[src/rtl/mem_arb_pkg.sv]
`default_nettype none
// ============================================================================
// Module   : mem_arb_pkg
// Brief    : Shared types and constants for the fetch/data memory arbiter.
// Revision : 1.0
// ============================================================================
package mem_arb_pkg;

    typedef enum logic [1:0] {
        IDLE  = 2'd0,
        BUS_I = 2'd1,
        BUS_D = 2'd2,
        DONE  = 2'd3
    } state_t;

    typedef enum logic {
        PORT_I = 1'b0,
        PORT_D = 1'b1
    } port_t;

    localparam logic [3:0] BE_ALL = 4'b1111;

endpackage
`default_nettype wire

[src/rtl/mem_arbiter.sv]
`default_nettype none
// ============================================================================
// Module   : mem_arbiter
// Brief    : Arbitrates an instruction-fetch port and a data port onto one
//            Avalon-MM master; one transaction in flight, fair or fixed grant.
// Revision : 1.0
// ============================================================================
module mem_arbiter
    import mem_arb_pkg::*;
#(
    parameter int FAIR = 1
) (
    input  logic        clk,
    input  logic        reset,
    input  logic        i_req,
    input  logic [31:0] i_addr,
    output logic        i_ack,
    output logic [31:0] i_rdata,
    input  logic        d_req,
    input  logic        d_we,
    input  logic [31:0] d_addr,
    input  logic [31:0] d_wdata,
    input  logic [3:0]  d_be,
    output logic        d_ack,
    output logic [31:0] d_rdata,
    output logic [31:0] address,
    output logic        read,
    output logic        write,
    output logic [31:0] writedata,
    output logic [3:0]  byteenable,
    input  logic        waitrequest,
    input  logic [31:0] readdata,
    output logic        busy
);

    state_t      r_state;
    state_t      w_state_nxt;
    port_t       r_last_grant;
    port_t       r_port;
    port_t       w_grant;
    logic        w_take;
    logic        w_done;
    logic [31:0] r_addr;
    logic [31:0] r_wdata;
    logic        r_we;
    logic [3:0]  r_be;
    logic        w_unused;

    // Bus addresses are always word aligned; the byte offset bits are dropped.
    assign w_unused = ^{i_addr[1:0], d_addr[1:0]};

    always_comb begin
        w_state_nxt = r_state;
        w_grant     = PORT_I;
        w_take      = 1'b0;
        w_done      = 1'b0;
        case (r_state)
            IDLE: begin
                if (i_req && d_req) begin
                    w_take = 1'b1;
                    if (FAIR != 0)
                        w_grant = (r_last_grant == PORT_D) ? PORT_I : PORT_D;
                    else
                        w_grant = PORT_D;
                end else if (i_req) begin
                    w_take  = 1'b1;
                    w_grant = PORT_I;
                end else if (d_req) begin
                    w_take  = 1'b1;
                    w_grant = PORT_D;
                end
                if (w_take)
                    w_state_nxt = (w_grant == PORT_I) ? BUS_I : BUS_D;
            end
            BUS_I, BUS_D: begin
                if (!waitrequest) begin
                    w_done      = 1'b1;
                    w_state_nxt = DONE;
                end
            end
            DONE:    w_state_nxt = IDLE;
            default: w_state_nxt = IDLE;
        endcase
    end

    always_ff @(posedge clk or posedge reset) begin
        if (reset)
            r_state <= IDLE;
        else
            r_state <= w_state_nxt;
    end

    always_ff @(posedge clk or posedge reset) begin
        if (reset) begin
            r_last_grant <= PORT_D;
            r_port       <= PORT_I;
            r_addr       <= '0;
            r_wdata      <= '0;
            r_we         <= 1'b0;
            r_be         <= '0;
            i_rdata      <= '0;
            d_rdata      <= '0;
        end else begin
            if (w_take) begin
                r_port <= w_grant;
                if (w_grant == PORT_I) begin
                    r_addr  <= {i_addr[31:2], 2'b00};
                    r_wdata <= '0;
                    r_we    <= 1'b0;
                    r_be    <= BE_ALL;
                end else begin
                    r_addr  <= {d_addr[31:2], 2'b00};
                    r_wdata <= d_wdata;
                    r_we    <= d_we;
                    r_be    <= d_be;
                end
            end
            if (w_done) begin
                r_last_grant <= r_port;
                if (r_state == BUS_I)
                    i_rdata <= readdata;
                else if (!r_we)
                    d_rdata <= readdata;
            end
        end
    end

    // A fetch is latched as a full-word load, so both bus states share one path.
    always_comb begin
        address    = '0;
        read       = 1'b0;
        write      = 1'b0;
        writedata  = '0;
        byteenable = '0;
        if (r_state == BUS_I || r_state == BUS_D) begin
            address    = r_addr;
            read       = !r_we;
            write      = r_we;
            writedata  = r_wdata;
            byteenable = r_be;
        end
    end

    assign i_ack = (r_state == DONE) && (r_port == PORT_I);
    assign d_ack = (r_state == DONE) && (r_port == PORT_D);
    assign busy  = (r_state != IDLE);

endmodule
`default_nettype wire
[config.mk]
export PLATFORM = sky130hd
export DESIGN_NAME = mem_arbiter
export DESIGN_NICKNAME = d
export VERILOG_FILES = /design/src/rtl/mem_arb_pkg.sv /design/src/rtl/mem_arbiter.sv
export SDC_FILE = /design/constraint.sdc
export NUM_CORES = 1
export LEC_CHECK = 0
export CAP_MARGIN = 10
export CORE_MARGIN = 2
export CORE_UTILIZATION = 35
export CTS_CLUSTER_SIZE = 25
export DETAILED_ROUTE_END_ITERATION = 6
export PLACE_DENSITY_LB_ADDON = 0.05
export SLEW_MARGIN = 20
export SYNTH_ARGS = -nofsm -noshare
export SYNTH_HDL_FRONTEND = slang
export SYNTH_SLANG_ARGS = --single-unit
export TNS_END_PERCENT = 100
[constraint.sdc]
create_clock -name clk -period 5.8 [get_ports clk]
set_input_delay 1.16 -clock clk [delete_from_list [all_inputs] [get_ports clk]]
set_output_delay 1.16 -clock clk [all_outputs]
set_load 0.01 [all_outputs]
Yosys cells after proc, flatten, opt, wreduce, memory -nomap -nowiden
Cells that the tools add are included.
{"block": "totals", "in_bits": 138, "regBits": 137}
{"block": "classes", "n_eq_ne": 5, "reduce_logical": 11, "muxes": 25, "bitwise_logic": 3}
{"cell": "$mux 32", "n": 4}
{"cell": "$mux 1", "n": 15}
{"cell": "$mux 4", "n": 2}
{"cell": "$mux 2", "n": 3}
{"cell": "$pmux 2 s3", "n": 1}
{"cell": "$eq 2x2->1 const B", "n": 2}
{"cell": "$reduce_and 2->1", "n": 2}
{"cell": "$logic_and 1x1->1", "n": 3}
{"cell": "$not 1->1", "n": 3}
{"cell": "$reduce_and 3->1", "n": 1}
{"cell": "$eq 2x1->1 const B", "n": 1}
{"cell": "$logic_not 2->1", "n": 1}
{"cell": "$ne 2x1->1 const B", "n": 1}
{"cell": "$ne 2x2->1 const B", "n": 1}
{"cell": "$reduce_bool 2->1", "n": 1}
{"cell": "$reduce_or 2->1", "n": 1}
{"cell": "$logic_not 1->1", "n": 1}
{"cell": "$logic_or 1x1->1", "n": 1}

Longest topological paths before layout
Gate-level depths: netlist of run 1.
{"block": "logic_depth", "depth_word": 7, "mapped_depth": 8}

Worst setup path before layout of run 1
OpenSTA, ideal clock, no wires.
{"block": "synth_path", "kind": "register to output", "startpoint": "register r_state[0]", "endpoint": "output read", "setup_slack_ns": 3.382, "path_stages_with_launch": 6, "required_time_ns": 4.640, "arrival_ns": 1.258, "path_buffers": 2, "path_cell_list": "dfrtp_1 -> inv_1 -> ha_1 -> buf_4 -> clkbuf_1 -> nor2b_1"}
{"block": "synth_via", "elab_chain_cells": 3, "elab_cells_between_ends": 4, "classes_between": "eq/ne: 2; mux: 1; reduce/logical: 1"}
{"element": "start, declared", "line": "mem_arbiter.sv:36", "rtl": "state_t r_state;"}
{"element": "start signal, assigned", "line": "mem_arbiter.sv:90", "rtl": "r_state <= w_state_nxt;"}
{"element": "$eq 2x1->1 / $eq 2x2->1 (equally long branches)", "line": "mem_arbiter.sv:135", "rtl": "if (r_state == BUS_I || r_state == BUS_D) begin"}
{"element": "$logic_or 1x1->1 (*)", "line": "mem_arbiter.sv:135"}
{"element": "$mux 1 (*)", "line": "mem_arbiter.sv:135"}
{"element": "end, declared", "line": "mem_arbiter.sv:27", "rtl": "output logic read,"}
Mark *: on every way between the ends. The rest lies on a longest branch, timed or not.

Final worst setup path of run 1
{"block": "layout_path", "startpoint": "register r_state[0]", "endpoint": "output writedata[31]"}
{"block": "layout_via", "elab_chain_cells": 3, "elab_cells_between_ends": 4, "classes_between": "eq/ne: 2; mux: 1; reduce/logical: 1"}
{"element": "$eq 2x1->1 / $eq 2x2->1 (equally long branches)", "line": "mem_arbiter.sv:135"}
{"element": "$logic_or 1x1->1 (*)", "line": "mem_arbiter.sv:135"}
{"element": "$mux 32 (*)", "line": "mem_arbiter.sv:135"}
{"element": "end, declared", "line": "mem_arbiter.sv:29", "rtl": "output logic [31:0] writedata,"}
Marked as above.

==> summary.md, run 1 <==
| Metric | Value |
|---|---|
| H-tree depth | `4` |
| Gr usage total | `0.1881` |
| CP max FO | `72` |
| Post-route insts no fill | `a little under 1000` |
| Worst Tran Pin Value | `about 0.9 ns` |
| Placed cells | `around 950` |
| Overflow left after global routing | `0` |
| Headroom to the max-slew limit | `0.3987` |
| FF+latch count, synth | `135` |
| Max cap viols | `0` |
| Clk sink count | `between 100 and 150` |
| Synth-to-layout area growth | `58.42%` |
| Leading area contributor after synthesis | `dfrtp_1` |
| Arr. time, crit path | `2.40 ns` |
| Fin crit period | `3.561 ns` |
| # IOs | `275` |
| Placed cell area | `0.008708 mm^2` |
| Die Wd | `133.8 um` |
| Syn Inst Count | `499` |
| Async set-reset flop share out of synthesis | `1.000` |
| Prevailing post-synth register cell | `dfrtp_1` |
| Startpoint Class | `register` |
| Netlist Area Pre-Place | `0.005898 mm^2` |
| Layout Utilization | `0.5655` |
| Fin crit share | `0.6139` |
| Dominant cells by area after synthesis | `dfrtp_1 57%, mux2_2 12%, and2_1 7.2%` |
| Die area | `0.01791 mm^2` |
| Reg clk slew, reported paths | `0.05 ns` |
| ANT nets after route | `0` |
| CP required | `4.64 ns` |
| Clock Skew | `between 0.01 and 0.015 ns` |
| Yosys top cell area share | `0.5685` |
| Pwr/cell area | `591.1 mW/mm^2` |
| Vias per inst | `just under 5` |
| Type of the tightest min-delay check | `reg -> reg` |
| WL final | `16.66 mm` |
| Placer congestion estimate | `0.7340` |
| Synth cell types | `32` |
| Hold buffers post-CTS | `0` |
| Vias | `about 4800` |
| Mean Syn Cell Area | `11.82 um^2` |
| Top cells by count, synth | `134 x dfrtp_1, 68 x and2_1, 64 x mux2_2, 34 x a22o_1` |
| Seq/Total Area, Yosys | `0.5730` |
| Crit path capture type | `output port` |
| Fin. Hold Viols | `0` |
| Post-synth EDFFs | `0` |
| Max IR drop VDD | `0.2772 mV` |
| Starting density of the core | `0.3569` |
| Initial antenna violation count | `0` |
| Final setup violation count | `0` |
| Fin Setup TNS | `0 ns` |
| Worst hold margin | `0.4920 ns` |
| Syn. warnings | `0` |
| Final Cell Area | `0.009344 mm^2` |
| Post-CTS resize count | `0` |
| Slew Viols, Final | `0` |
| Fillers | `roughly 1400` |
| Initial DRT Pass Iterations | `4` |
| Layout cells sized above 1 | `0.1404` |
| # rows | `between 40 and 50` |
| Clock Latency Late Sink | `0.41 ns` |
| Vias in the first global route | `4984` |
| Die Y | `133.8 um` |
| Max Freq | `280.8 MHz` |
| Remaining DRCs | `0` |
| Setup bufs post-CTS | `0` |
| Largest net degree at the start of global routing | `94` |
| First-pass GRT wire length | `26.37 mm` |
| Unrepaired setup endpoints after global routing | `no` |
| CTS root buf | `clkbuf_16` |
| Total CTS buffers | `17` |
| Core ar. | `0.01652 mm^2` |
| Longest Clk Path Bufs | `2` |
| Wire per inst | `roughly 17 um` |
| Crit path kind | `reg -> out` |
| 1st-iter DRT viols | `227` |
| Ant diodes | `0` |
| DP HPWL | `~11 mm` |
| Run status | `finished clean` |
| Most common cell in the netlist | `dfrtp_1` |
| P_leak | `~0.0038 uW` |
| Fin nets | `892` |
| # port buffers | `approximately 270` |
| CTS tree | `built` |
-- path summary, 6_finish.rpt --
| path | from | to | slack, ns | cells after the start |
|---|---|---|---|---|
| hold / removal | r_wdata[25]$_DFFE_PP0P_ | r_wdata[25]$_DFFE_PP0P_ | 0.49 | 1 |
| setup reg to reg | r_state[0]$_DFFE_PP0P_ | d_rdata[0]$_DFFE_PP0P_ | 3.24 | 6 |
| max in group asynchronous | reset | r_wdata[0]$_DFFE_PP0P_ | 3.35 | 3 |
| min in group asynchronous | reset | r_wdata[30]$_DFFE_PP0P_ | 1.27 | 2 |
| hold reg to reg | r_wdata[25]$_DFFE_PP0P_ | r_wdata[25]$_DFFE_PP0P_ | 0.49 | 1 |
| setup / recovery | r_state[0]$_DFFE_PP0P_ | writedata[31] | 2.24 | 4 |
-- sequential cells by signal (all words and copies together), names as in the netlist --
signal	cells
r_we	1
r_last_grant	1
d_rdata	32
i_rdata	32
r_port	1
r_state	2
r_be	4
r_wdata	32
r_addr	30
-- stage by stage --
step | power (uW) | setup WS, ns
floorplan | 3014 | 1.031
global placement | 4382 | 2.274
detailed placement | 4428 | 2.231
CTS | 5596 | 1.775
global route | 5886 | 2.074
finish | 5524 | 2.239
-- logic make-up after synthesis --
group	after synthesis	share of synthesized area
and+or+nand+nor	137	0.1275
buffers and inverters	49	0.03988
muxes	66	0.1258
DFF	135	0.5730
AOI/OAI and AO/OA	107	0.1247
other	1	0.0006358
adders and majority gates	4	0.008486
-- per-layer routing --
layer / vias up / part of all wire / wire, um / track usage
met5: - / 0 / 0 / 0
li1: 2261 / - / - / -
met4: 0 / 0.012 / 202 / 0.06560
met1: 2328 / 0.41 / 6805 / 0.2190
met2: 166 / 0.49 / 8190 / 0.3160
met3: 15 / 0.087 / 1457 / 0.07483
-- worst max-delay path, stage by stage (launching register included) --
cell and delay [ns]:
dfrtp_1 0.38, inv_1 0.11, ha_4 0.69, and2_1 0.22, clkdlybuf4s50_1 0.58
-- report_power, final --
group	switching, uW	leakage [uW]	internal (uW)
Combinational	1190	0.00188	1590
Clock	399	0.000290	732
Sequential	221	0.00163	1400
-- placed cells by master, fill, tap and decap left out, drive strengths merged --
cell | netlist | routed
clkdlybuf4s50 | 0 | 268
dfrtp | 134 | 134
and2 | 68 | 68
mux2 | 65 | 65
a22o | 34 | 34
nand3 | 31 | 31
nor2 | 31 | 31
a31oi | 31 | 31
o21ai | 31 | 31
clkbuf | 24 | 21
buf | 20 | 7
inv | 5 | 7
o22a | 4 | 4
bufinv | 0 | 4
ha | 4 | 4
clkinvlp | 0 | 3
nor2b | 2 | 2
a21oi | 2 | 2
conb | 1 | 2
o21a | 1 | 1
a21boi | 1 | 1
a21bo | 1 | 1
and3 | 1 | 1
o22ai | 1 | 1
mux2i | 1 | 1
and2b | 1 | 1
nor3b | 1 | 1
nand2 | 1 | 1
nand2b | 1 | 1
a221oi | 1 | 1
clkinv | 0 | 1
dfstp | 1 | 1
-- final cells by class --
type	count	area (um^2)	area share
clock inverter	10	168.9	0.01808
inverter	5	23.77	0.002544
timing repair buffer	275	2735	0.2927
clock buffer	21	450.4	0.04821
multi-input combinational	316	2311	0.2473
sequential	135	3379	0.3617
tap	220	275.3	0.02946
Power figures use the tool's default switching activity.
==> run 2: changes to the inputs <==
==> constraint.sdc (replaced) <==
create_clock -name clk -period 3.1 [get_ports clk]
set_input_delay 0.62 -clock clk [delete_from_list [all_inputs] [get_ports clk]]
set_output_delay 0.62 -clock clk [all_outputs]
set_load 0.01 [all_outputs]
==> summary.md, run 2 (synthesis results as in run 1) <==
| Metric | Value |
|---|---|
| Die Y | `133.8 um (unchanged)` |
| Placer congestion estimate | `0.8053 (was 0.7340)` |
| CP required | `2.48 ns (was 4.64 ns)` |
| Worst Tran Pin Value | `0.9069 ns (was 0.9009 ns)` |
| Fin Setup TNS | `0 ns (unchanged)` |
| Wire per inst | `16.84 um (was 16.96 um)` |
| Initial antenna violation count | `0 (unchanged)` |
| ANT nets after route | `0 (unchanged)` |
| # rows | `47 (unchanged)` |
| # port buffers | `268 (unchanged)` |
| Max Freq | `338.4 MHz` |
| Pwr/cell area | `1093 mW/mm^2 (was 591.1 mW/mm^2)` |
| Slew Viols, Final | `0 (unchanged)` |
| Vias per inst | `4.847 (was 4.857)` |
| Vias in the first global route | `5019 (was 4984)` |
| DP HPWL | `11.57 mm (was 11.26 mm)` |
| Arr. time, crit path | `2.33 ns (was 2.40 ns)` |
| CTS root buf | `clkbuf_16 (unchanged)` |
| Max cap viols | `0 (unchanged)` |
| CP max FO | `43 (was 72)` |
| Setup bufs post-CTS | `0 (unchanged)` |
| Fin. Hold Viols | `0 (unchanged)` |
| Fin nets | `899 (was 892)` |
| Worst hold margin | `0.4895 ns (was 0.4920 ns)` |
| Clock Skew | `0.01020 ns (was 0.01010 ns)` |
| Fin crit share | `0.9532` |
| Ant diodes | `0 (unchanged)` |
| P_leak | `0.003833 uW (was 0.003800 uW)` |
| Reg clk slew, reported paths | `0.05 ns (about the same)` |
| Type of the tightest min-delay check | `reg -> reg (unchanged)` |
| Max IR drop VDD | `0.5511 mV (was 0.2772 mV)` |
| Crit path kind | `reg -> out (unchanged)` |
| CTS tree | `built (unchanged)` |
| Biggest regs | `d_rdata (32), i_rdata (32), r_wdata (32) (unchanged)` |
| Starting density of the core | `0.3569 (unchanged)` |
| Post-CTS resize count | `0 (unchanged)` |
| Commonest non-fill, non-tap cell in the layout | `clkdlybuf4s50_1 (unchanged)` |
| Placed cells | `958 (was 951)` |
| Overflow left after global routing | `0 (unchanged)` |
| Synth-to-layout area growth | `58.99% (was 58.42%)` |
| Remaining DRCs | `0 (unchanged)` |
| Final setup violation count | `0 (unchanged)` |
| H-tree depth | `4 (unchanged)` |
| Crit path capture type | `output port (unchanged)` |
| Gr usage total | `0.1903 (was 0.1881)` |
| Most frequent cells in the layout | `268 x clkdlybuf4s50_1, 134 x dfrtp_1, 68 x and2_1 (unchanged)` |
| Die Wd | `133.8 um (unchanged)` |
| Die area | `0.01791 mm^2 (unchanged)` |
| Startpoint Class | `register (unchanged)` |
| Run status | `finished clean (unchanged)` |
| Core ar. | `0.01652 mm^2 (unchanged)` |
| Clk sink count | `135 (unchanged)` |
| Post-route insts no fill | `989 (was 982)` |
| Initial DRT Pass Iterations | `4 (unchanged)` |
| First-pass GRT wire length | `26.62 mm (was 26.37 mm)` |
| Longest Clk Path Bufs | `2 (unchanged)` |
| Unrepaired setup endpoints after global routing | `no (unchanged)` |
| # IOs | `275 (unchanged)` |
| 1st-iter DRT viols | `177 (was 227)` |
| Layout cells sized above 1 | `0.1469 (was 0.1404)` |
| Total CTS buffers | `17 (unchanged)` |
| Hold buffers post-CTS | `0 (unchanged)` |
| Headroom to the max-slew limit | `0.3947 (was 0.3987)` |
| Fin crit period | `2.955 ns` |
| WL final | `16.66 mm (about the same)` |
| Largest net degree at the start of global routing | `65 (was 94)` |
| Vias | `4794 (was 4770)` |
| Clock Latency Late Sink | `0.41 ns (about the same)` |
-- run 2: path summary, 6_finish.rpt --
| check | startpoint | end | slack (ns) | depth (start not counted) |
|---|---|---|---|---|
| min reg2reg | d_rdata[24]$_DFFE_PP0P_ | d_rdata[24]$_DFFE_PP0P_ | 0.49 | 1 |
| max in group asynchronous | reset | d_rdata[6]$_DFFE_PP0P_ | 1.72 | 3 |
| max reg2reg | r_state[1]$_DFFE_PP0P_ | d_rdata[5]$_DFFE_PP0P_ | 0.64 | 7 |
| max | r_state[1]$_DFFE_PP0P_ | read | 0.15 | 5 |
| min in group asynchronous | reset | i_rdata[12]$_DFFE_PP0P_ | 0.69 | 2 |
| min | d_rdata[24]$_DFFE_PP0P_ | d_rdata[24]$_DFFE_PP0P_ | 0.49 | 1 |
-- run 2: report_power, final --
part	internal (uW)	total, uW	leakage [uW]	switching, uW
clock network	1280	2000	0.000284	721
registers	2620	3030	0.00163	413
logic	2990	5220	0.00192	2230
total	6890	10300	0.00383	3360
-- run 2: cell type report --
cell class              instances  area (um^2)
clock buffers                  22        454.2
clock inverters                 9        126.4
fillers                      1439         7147
inverters                       5        22.52
multi-input cells             316         2295
flip-flops and latches        135         3379
well taps                     220        275.3
repair buffers                282         2825
-- run 2: stage by stage --
| step | cell area, um^2 | setup WS [ns] | util | power [uW] |
|---|---|---|---|---|
| 2_1_floorplan | 5906 | 0.8017 | - | 5639 |
| 3_3_place_gp | 8797 | 0.5884 | 0.5324 | 8269 |
| 3_5_place_dp | 8797 | 0.5435 | 0.5324 | 8349 |
| 4_1_cts | 9378 | 0.09090 | 0.5675 | 10410 |
| 5_1_grt | 9378 | 0.007693 | 0.5675 | 10940 |
| 6_report | 9378 | 0.1450 | 0.5675 | 10250 |
-- run 2: worst max-delay path, cell delays in order, from the launching register on --
cell             delay, ns
dfrtp_1               0.35
inv_1                 0.10
ha_2                  0.34
buf_4                 0.34
nor2b_1               0.20
clkdlybuf4s50_1       0.59
-- run 2: per-layer routing --
layer  wire length, um  GRT usage  vias up
li1                  -          -     2271
met1              6899     0.2350     2298
met2              7937     0.3100      200
met3              1511    0.06652       25
met4               311    0.06856        0
met5                 0          0        -
